===== src/rtl/delay_ctrl_pkg.sv =====
// Shared types and default widths for the delay-line tap controller.
// Contents: state_e (controller FSM states), tap_t / sample_t and the
// default TAP_W / SAMPLE_W / MAX_TAP values.
package delay_ctrl_pkg;

   localparam int unsigned TAP_W_DEF    = 5;
   localparam int unsigned SAMPLE_W_DEF = 13;
   localparam int unsigned MAX_TAP_DEF  = 31;

   typedef logic        [TAP_W_DEF-1:0]    tap_t;
   typedef logic signed [SAMPLE_W_DEF-1:0] sample_t;

   typedef enum logic [2:0] {
      ST_IDLE,
      ST_SLEW,
      ST_SETTLE,
      ST_SCAN_SETTLE,
      ST_SCAN_DWELL,
      ST_SCAN_NEXT
   } state_e;

endpackage


===== src/rtl/mag_accum.sv =====
// Accumulates |sample| of a two's-complement input.
// Ports: clk, rst_n (async active-low), clr (synchronous clear, wins over en),
//        en (add |sample| this cycle), sample (signed input), acc (running sum).
module mag_accum #(
   parameter int unsigned SAMPLE_W = 13,
   parameter int unsigned ACC_W    = 17
) (
   input  logic                clk,
   input  logic                rst_n,
   input  logic                clr,
   input  logic                en,
   input  logic [SAMPLE_W-1:0] sample,
   output logic [ACC_W-1:0]    acc
);

   logic [SAMPLE_W-1:0] mag_c;

   // Negating the most negative code wraps to 2^(SAMPLE_W-1), which is the
   // correct magnitude once read as unsigned.
   always_comb begin
      mag_c = sample;
      if (sample[SAMPLE_W-1]) mag_c = SAMPLE_W'(~sample + SAMPLE_W'(1));
   end

   always_ff @(posedge clk or negedge rst_n) begin
      if (!rst_n)   acc <= '0;
      else if (clr) acc <= '0;
      else if (en)  acc <= acc + ACC_W'(mag_c);
   end

endmodule


===== src/rtl/delay_tap_ctrl.sv =====
// Tap controller for the variable-tap delay line: glitch-free one-step-per-cycle
// slewing on host command, plus a calibration scan that parks on the tap with
// the largest accumulated |sample|.
// Ports: clk, rst_n; host cmd_valid/cmd_ready/cmd_tap; scan_start; sample
//        (delay-line output); tap (to delay line); busy; done and err pulses;
//        best_tap/best_mag (result of the last scan).
module delay_tap_ctrl
   import delay_ctrl_pkg::*;
#(
   parameter  int unsigned TAP_W      = TAP_W_DEF,
   parameter  int unsigned MAX_TAP    = MAX_TAP_DEF,
   parameter  int unsigned SAMPLE_W   = SAMPLE_W_DEF,
   parameter  int unsigned SETTLE_CYC = 4,
   parameter  int unsigned DWELL_LOG2 = 4,
   localparam int unsigned ACC_W      = SAMPLE_W + DWELL_LOG2
) (
   input  logic                clk,
   input  logic                rst_n,
   input  logic                cmd_valid,
   output logic                cmd_ready,
   input  logic [TAP_W-1:0]    cmd_tap,
   input  logic                scan_start,
   input  logic [SAMPLE_W-1:0] sample,
   output logic [TAP_W-1:0]    tap,
   output logic                busy,
   output logic                done,
   output logic                err,
   output logic [TAP_W-1:0]    best_tap,
   output logic [ACC_W-1:0]    best_mag
);

   localparam int unsigned DWELL_N = 2 ** DWELL_LOG2;
   localparam int unsigned CNT_MAX = (SETTLE_CYC > DWELL_N) ? SETTLE_CYC : DWELL_N;
   localparam int unsigned CNT_W   = $clog2(CNT_MAX) + 1;

   localparam logic [TAP_W-1:0] MAX_TAP_V   = TAP_W'(MAX_TAP);
   localparam logic [CNT_W-1:0] SETTLE_LAST = CNT_W'(SETTLE_CYC - 1);
   localparam logic [CNT_W-1:0] DWELL_LAST  = CNT_W'(DWELL_N - 1);

   state_e             state_q,    state_d;
   logic [TAP_W-1:0]   tap_q,      tap_d;
   logic [TAP_W-1:0]   target_q,   target_d;
   logic [CNT_W-1:0]   cnt_q,      cnt_d;
   logic               busy_q,     busy_d;
   logic               done_q,     done_d;
   logic               err_q,      err_d;
   logic               ready_q,    ready_d;
   logic [TAP_W-1:0]   best_tap_q, best_tap_d;
   logic [ACC_W-1:0]   best_mag_q, best_mag_d;

   logic [TAP_W-1:0]   tgt_c;
   logic               acc_clr_c;
   logic               acc_en_c;
   logic [ACC_W-1:0]   acc_c;

   mag_accum #(
      .SAMPLE_W (SAMPLE_W),
      .ACC_W    (ACC_W)
   ) u_mag_accum (
      .clk    (clk),
      .rst_n  (rst_n),
      .clr    (acc_clr_c),
      .en     (acc_en_c),
      .sample (sample),
      .acc    (acc_c)
   );

   // State and registered outputs.
   always_ff @(posedge clk or negedge rst_n) begin
      if (!rst_n) begin
         state_q    <= ST_IDLE;
         tap_q      <= '0;
         target_q   <= '0;
         cnt_q      <= '0;
         busy_q     <= 1'b0;
         done_q     <= 1'b0;
         err_q      <= 1'b0;
         ready_q    <= 1'b1;
         best_tap_q <= '0;
         best_mag_q <= '0;
      end else begin
         state_q    <= state_d;
         tap_q      <= tap_d;
         target_q   <= target_d;
         cnt_q      <= cnt_d;
         busy_q     <= busy_d;
         done_q     <= done_d;
         err_q      <= err_d;
         ready_q    <= ready_d;
         best_tap_q <= best_tap_d;
         best_mag_q <= best_mag_d;
      end
   end

   // Next-state and next-output logic.
   always_comb begin
      state_d    = state_q;
      tap_d      = tap_q;
      target_d   = target_q;
      cnt_d      = cnt_q;
      busy_d     = busy_q;
      done_d     = 1'b0;
      err_d      = 1'b0;
      ready_d    = ready_q;
      best_tap_d = best_tap_q;
      best_mag_d = best_mag_q;
      acc_clr_c  = 1'b0;
      acc_en_c   = 1'b0;
      tgt_c      = (cmd_tap > MAX_TAP_V) ? MAX_TAP_V : cmd_tap;

      case (state_q)
         ST_IDLE: begin
            if (scan_start) begin
               // Calibration data is unqualified, so jump straight to tap 0.
               state_d    = ST_SCAN_SETTLE;
               tap_d      = '0;
               cnt_d      = '0;
               best_tap_d = '0;
               best_mag_d = '0;
               acc_clr_c  = 1'b1;
               busy_d     = 1'b1;
               ready_d    = 1'b0;
            end else if (cmd_valid && ready_q) begin
               err_d    = (cmd_tap > MAX_TAP_V);
               target_d = tgt_c;
               if (tgt_c == tap_q) begin
                  done_d = 1'b1;
               end else begin
                  // First step is taken on the accept edge.
                  tap_d   = (tgt_c > tap_q) ? tap_q + TAP_W'(1) : tap_q - TAP_W'(1);
                  state_d = ST_SLEW;
                  busy_d  = 1'b1;
                  ready_d = 1'b0;
               end
            end
         end

         ST_SLEW: begin
            if (tap_q == target_q) begin
               state_d = ST_SETTLE;
               cnt_d   = '0;
            end else begin
               tap_d = (target_q > tap_q) ? tap_q + TAP_W'(1) : tap_q - TAP_W'(1);
            end
         end

         ST_SETTLE: begin
            if (cnt_q == SETTLE_LAST) begin
               state_d = ST_IDLE;
               done_d  = 1'b1;
               busy_d  = 1'b0;
               ready_d = 1'b1;
            end else begin
               cnt_d = cnt_q + CNT_W'(1);
            end
         end

         ST_SCAN_SETTLE: begin
            if (cnt_q == SETTLE_LAST) begin
               state_d = ST_SCAN_DWELL;
               cnt_d   = '0;
            end else begin
               cnt_d = cnt_q + CNT_W'(1);
            end
         end

         ST_SCAN_DWELL: begin
            acc_en_c = 1'b1;
            if (cnt_q == DWELL_LAST) begin
               state_d = ST_SCAN_NEXT;
               cnt_d   = '0;
            end else begin
               cnt_d = cnt_q + CNT_W'(1);
            end
         end

         ST_SCAN_NEXT: begin
            acc_clr_c = 1'b1;
            // Strict compare so a tie keeps the lower tap.
            if (acc_c > best_mag_q) begin
               best_mag_d = acc_c;
               best_tap_d = tap_q;
            end
            cnt_d = '0;
            if (tap_q < MAX_TAP_V) begin
               tap_d   = tap_q + TAP_W'(1);
               state_d = ST_SCAN_SETTLE;
            end else begin
               tap_d   = best_tap_d;
               state_d = ST_SETTLE;
            end
         end

         default: begin
            state_d = ST_IDLE;
            busy_d  = 1'b0;
            ready_d = 1'b1;
         end
      endcase
   end

   assign tap       = tap_q;
   assign busy      = busy_q;
   assign done      = done_q;
   assign err       = err_q;
   assign cmd_ready = ready_q;
   assign best_tap  = best_tap_q;
   assign best_mag  = best_mag_q;

endmodule


===== config.mk =====
export PLATFORM = sky130hd
export DESIGN_NAME = delay_tap_ctrl
export DESIGN_NICKNAME = d
export VERILOG_FILES = /design/src/rtl/delay_ctrl_pkg.sv /design/src/rtl/mag_accum.sv /design/src/rtl/delay_tap_ctrl.sv
export SDC_FILE = /design/constraint.sdc
export NUM_CORES = 1
export LEC_CHECK = 0
export CAP_MARGIN = 0
export CORE_ASPECT_RATIO = 1.4
export CORE_MARGIN = 1
export CORE_UTILIZATION = 55
export DETAILED_ROUTE_END_ITERATION = 10
export HOLD_SLACK_MARGIN = 0.03
export PLACE_DENSITY_LB_ADDON = 0.2
export REMOVE_ABC_BUFFERS = 1
export SLEW_MARGIN = 15
export SYNTH_ARGS = -nofsm -noshare
export SYNTH_HDL_FRONTEND = slang
export SYNTH_HIERARCHICAL = 1
export SYNTH_SLANG_ARGS = --single-unit

===== constraint.sdc =====
create_clock -name clk -period 3.2 [get_ports clk]
set_input_delay 0.8 -clock clk [delete_from_list [all_inputs] [get_ports clk]]
set_output_delay 0.8 -clock clk [all_outputs]
set_load 0.01 [all_outputs]

After elaboration in Yosys (flattened, before gate mapping)
Index checks and enable logic that the tools add are counted.
{"block": "op_classes", "addsub": 5, "eq_ne": 19, "mux": 53, "order_cmp": 5, "reduce_logical": 14, "bitwise": 3}
{"cell": "5-bit two-way mux", "n": 14}
{"cell": "17-bit two-way mux", "n": 4}
{"cell": "17-bit case mux with 2 select lines", "n": 1}
{"cell": "5-bit case mux with 6 select lines", "n": 1}
{"cell": "3-bit two-way mux", "n": 7}
{"cell": "1-bit two-way mux", "n": 18}
{"cell": "3-bit case mux with 6 select lines", "n": 1}
{"cell": "17-bit by 13-bit adder with 17-bit output", "n": 1}
{"cell": "17-bit > comparator", "n": 1}
{"cell": "2-bit inequality test, second input constant", "n": 8}
{"cell": "5-bit case mux with 3 select lines", "n": 1}
{"cell": "13-bit by 1-bit adder with 13-bit output, second input constant", "n": 1}
{"cell": "13-bit two-way mux", "n": 1}
{"cell": "13-bit NOT", "n": 1}
{"cell": "4-bit AND reduction", "n": 3}
{"cell": "5-bit by 1-bit adder with 5-bit output, second input constant", "n": 2}
{"cell": "5-bit == test", "n": 2}
{"cell": "5-bit > comparator", "n": 2}
{"cell": "5-bit case mux with 2 select lines", "n": 1}
{"cell": "3-bit by 2-bit == test with 1-bit output, second input constant", "n": 2}
{"cell": "3-bit == test, second input constant", "n": 2}
{"cell": "3-bit inequality test, second input constant", "n": 2}
{"cell": "1-bit case mux with 3 select lines", "n": 2}
{"cell": "3-bit AND reduction", "n": 2}
{"cell": "other kinds (16)", "n": 19}
{"block": "word_totals", "ff_bits": 61, "inputBits": 22, "out_inout_bits": 31}

Depth between registers and ports, before layout
{"block": "logic_depth", "word_depth": 8, "depth_mapped": 14}

Cells and area by module
The synthesis kept the hierarchy.
{"module": "delay_tap_ctrl", "area_each_um2": 3244.4, "n_inst": 1, "cells_per_inst": 375, "seq_area_each_um2": 1102.3}
{"module": "mag_accum", "area_each_um2": 1621.6, "n_inst": 1, "cells_per_inst": 192, "seq_area_each_um2": 425.4}

Worst setup path before layout
No wires, ideal clock.
{"block": "synth_timing", "kind": "input -> register", "start": "input sample[1]", "end": "register u_mag_accum.acc[15]", "path_slack_ns": -0.074, "n_path_buf": 0, "required_ns": 3.075, "arrival_time_ns": 3.149, "setup_ns": 0.125, "stages": 13, "path_cell_list": "inv_1 -> ha_1 -> nand2_1 -> or3_1 -> o31ai_1 -> xnor2_1 -> ha_1 -> nand2_1 -> nor2_1 -> and3_1 -> a211oi_4 -> a21oi_2 -> mux2_4"}
{"block": "synth_between", "elab_chain_cells": 6}
{"item": "from (decl)", "line": "delay_tap_ctrl.sv:23", "source": "input logic [SAMPLE_W-1:0] sample,"}
{"item": "13-bit NOT", "line": "mag_accum.sv:22", "source": "if (sample[SAMPLE_W-1]) mag_c = SAMPLE_W'(~sample + SAMPLE_W'(1));"}
{"item": "13-bit by 1-bit adder with 13-bit output", "line": "mag_accum.sv:22"}
{"item": "13-bit two-way mux *", "line": "mag_accum.sv:22"}
{"item": "17-bit by 13-bit adder with 17-bit output *", "line": "mag_accum.sv:28", "source": "else if (en) acc <= acc + ACC_W'(mag_c);"}
{"item": "17-bit two-way mux *", "line": "mag_accum.sv:28"}
{"item": "17-bit two-way mux *", "line": "mag_accum.sv:27", "source": "else if (clr) acc <= '0;"}
{"item": "to (signal assigned)", "line": "mag_accum.sv:28"}
{"item": "to (decl)", "line": "mag_accum.sv:13", "source": "output logic [ACC_W-1:0] acc"}
Mark *: on every way between the ends. The rest lies on a longest branch, timed or not. The select of a mux whose other input is x is not followed.
A chain may end at the register's enable or synchronous reset.

Final worst setup path
{"block": "layout_timing", "start": "input sample[8]", "end": "register u_mag_accum.acc[12]"}
Same word-level chain as after synthesis.

==> impl_metrics.csv <==
group,metric,value,unit
clock_network,clockRootBuffer,"clkbuf_16",
synthesis,syn_inst,567,
setup_path,worstPathCellList,"clkdlybuf4s15_1 > or4_4 > or2_4 > o21ai_2 > xnor2_1 > ha_1 > buf_4 > nand2_1 > o21ai_0 > o21ba_2 > a221o_1",
setup_path,cp-start-kind,"input pin",
floorplanning,die_w,81.5,um
place,dp_hpwl,10000,um
hold_path,hp-class,"reg2reg",
layout,n_antenna_cell,0,
clock_network,insertion_delay,0.33,ns
floorplanning,core,8560,um^2
routing,post_drt_wl_per_cell,17.6,um
setup_path,worstPathBufferInverterCount,2,
place,post_dp_cell_area,5840,um^2
grt,grt_pass1_wl,21900,um
routing,ant_nets,0,
setup_path,rr_startpoint,"tap[2]",
clock_network,clockBufferDepth,2,
outcome,outcome,"finished clean",
floorplanning,io_pins,53,
synthesis,synth-edff-count,0,
timing,tightest_slew,0.757,ns
synthesis,syn-cell-area,4870,um^2
setup_path,regToRegSetupSlack,0.48,ns
clock_network,htreeDepth,3,
place,gp_congestion,0.895,
setup_path,crit_path_max_fanout,4,
timing,slew_viol_final,0,
timing,hold_viol,0,
floorplanning,start_util,0.569,
timing,fmax,322,MHz
power,p_per_area,1130,nW/um^2
floorplanning,fp.dieH,113,um
layout,areaGrowthSynthToFinish,28.9,%
setup_path,critPathSlowestCell,"or4_4",
timing,fin_crit,3.11,ns
clock_network,path_clk_slew,0.05,ns
synthesis,ys_seq_elements,61,
floorplanning,dieArea,9230,um^2
power,p_leak,2.76,nW
routing,via_per_inst,6.21,
clock_network,holdBufCountCts,0,
layout,drive_above_1_share,0.199,
synthesis,synth_cell_types,72,
clock_network,cts_tree,"built",
routing,drc,0,
routing,first_iter_violations,277,
grt,grt-ovfl-total,0,
grt,grt_pass1_vias,4790,
grt,grt_max_degree,38,
timing,slew_headroom,0.495,
layout,most-common-layout-cells,"65 x nand2_1, 60 x dfrtp_1, 59 x buf_4",
synthesis,synth_seq_area_share,0.314,
setup_path,path_class,"in2reg",
setup_path,critPathCapture,"u_mag_accum/acc[12]",
layout,final_core_util,0.733,
synthesis,synth.avg_cell_area,8.58,um^2
timing,timing.final.crit_share,0.972,
grt,antenna_found_initial,0,
power,vdd.ir_drop.worst,1.09,mV
setup_path,endpoint_kind,"register",
timing,fin_tns_setup,0,ns
floorplanning,placementRows,40,
place,post-place-ws,-0.645,ns
place,io_buffers,52,
setup_path,critPathLaunch,"sample[8]",
grt,track_usage,0.309,
timing,rsz0062_at_grt,"yes",
routing,routed_wirelength,13700,um
layout,final_common_cell,"nand2_1",
routing,drt-pass1-iter-count,5,
timing,finalWorstSetupSlack,0.0902,ns
timing,setup_violations,0,
setup_path,reg2reg_to,"tap[3]",
synthesis,yosysWarnings,6,
clock_network,cts_buffers,9,
setup_path,crit_cells,11,
routing,vias,4814,
layout,fin_area,6270,um^2
setup_path,rr_worst_depth,8,
clock_network,cts_sinks,61,
job,timing.max_cap.violations,0,
setup_path,crit_required,3.42,ns
setup_path,cpPeakStageDelay,0.52,ns
setup_path,cp.arrival,3.33,ns
synthesis,synth_ff_type,"dfrtp_1",
synthesis,synthArstFlopShare,1.00,
setup_path,path_delay_family,"compound AO/OA/AOI/OAI gates",
layout,finalNetCount,734,
timing,finClkSkew,0.00571,ns
==> power by group <==
group	internal, W	switching [W]	total [W]
clock network	0.000587	0.000339	0.000926
registers	0.00103	0.000354	0.00138
logic	0.00187	0.00290	0.00477
total	0.00349	0.00359	0.00708
==> metrics by stage <==
step / total power, W / cells / hold WS (ns)
2_1_floorplan: 0.00391 / 541 / 0.478
3_3_place_gp: 0.00580 / 753 / 0.472
3_5_place_dp: 0.00594 / 753 / 0.493
4_1_cts: 0.00699 / 774 / 0.501
5_1_grt: 0.00758 / 775 / 0.519
6_report: 0.00708 / 775 / 0.489
==> cells by family (layout without fill, tap and decap cells) <==
family / Yosys count / in the layout / synth area share
simple gates: 194 / 194 / 0.207
buf+inv: 70 / 173 / 0.0566
flops: 61 / 61 / 0.314
xor+xnor: 22 / 22 / 0.0396
fa+ha+maj: 47 / 47 / 0.122
other cells: 1 / 1 / 0.000771
compound gates: 161 / 161 / 0.235
mux: 11 / 11 / 0.0249
==> area by class of cell <==
type                       instances  area [um^2]
inverter                          44          165
sequential                        61         1530
clock inverter                     1         5.00
clock buffer                      15          278
tap                              105          131
multi-input combinational        436         3190
fill                             628         2290
timing repair buffer             113          972
==> sequential cells by signal, summed over array words and instances, names as in the netlist, 3 cells and up <==
signal,cells
best_tap,5
target_q,5
best_mag,17
cnt_q,5
state_q,3
u_mag_accum/acc,17
tap,5
==> routing by layer <==
metal,GRT usage,vias up,wire length (um)
li1,-,2298,-
met1,0.329,2333,5190
met2,0.565,132,7530
met3,0.0492,51,407
met4,0.158,0,543
met5,0,-,0
==> worst min-delay path by stage <==
stage	start	to	slack, ns	cells past startpoint
floorplan	cmd_ready	cmd_ready	0.48	2
global placement	cmd_ready	cmd_ready	0.47	2
detailed placement	cmd_ready	cmd_ready	0.49	2
CTS	cmd_ready	cmd_ready	0.50	2
global route	cmd_ready	cmd_ready	0.52	2
finish	cmd_ready	cmd_ready	0.49	2
==> worst min-delay path: stages, from the launching register on <==
cell and delay (ns):
dfstp_2 0.38, inv_1 0.05, a21oi_1 0.05
==> cells in the mapped netlist (all sizes together) (4+ instances only) <==
cell type,instances,area [um^2]
ha,46,576
nand2,69,259
xor2,5,43.8
nand4,22,144
or3,4,25.0
inv,43,161
and3,8,55.1
a211oi,11,95.1
o21ai,38,201
nor2b,5,31.3
a21o,5,37.5
a21oi,38,209
nand3,17,85.1
mux2i,5,50.1
clkbuf,17,63.8
xnor2,17,149
buf,9,46.3
nor3,7,35.0
o221ai,24,210
nor3b,4,30.0
mux2,6,71.3
nand2b,9,56.3
nor4,4,40.0
o31ai,7,52.6
nor2,32,120
dfrtp,60,1500
a221o,6,60.1
==> what timing repair did <==
item	in CTS	in global routing
pin swaps	14	20
gates resized for setup	25	29
setup endpoints to repair	8	9
gates cloned	0	0
setup buffers	5	2
Note: power is estimated with default switching activity, not from simulation.
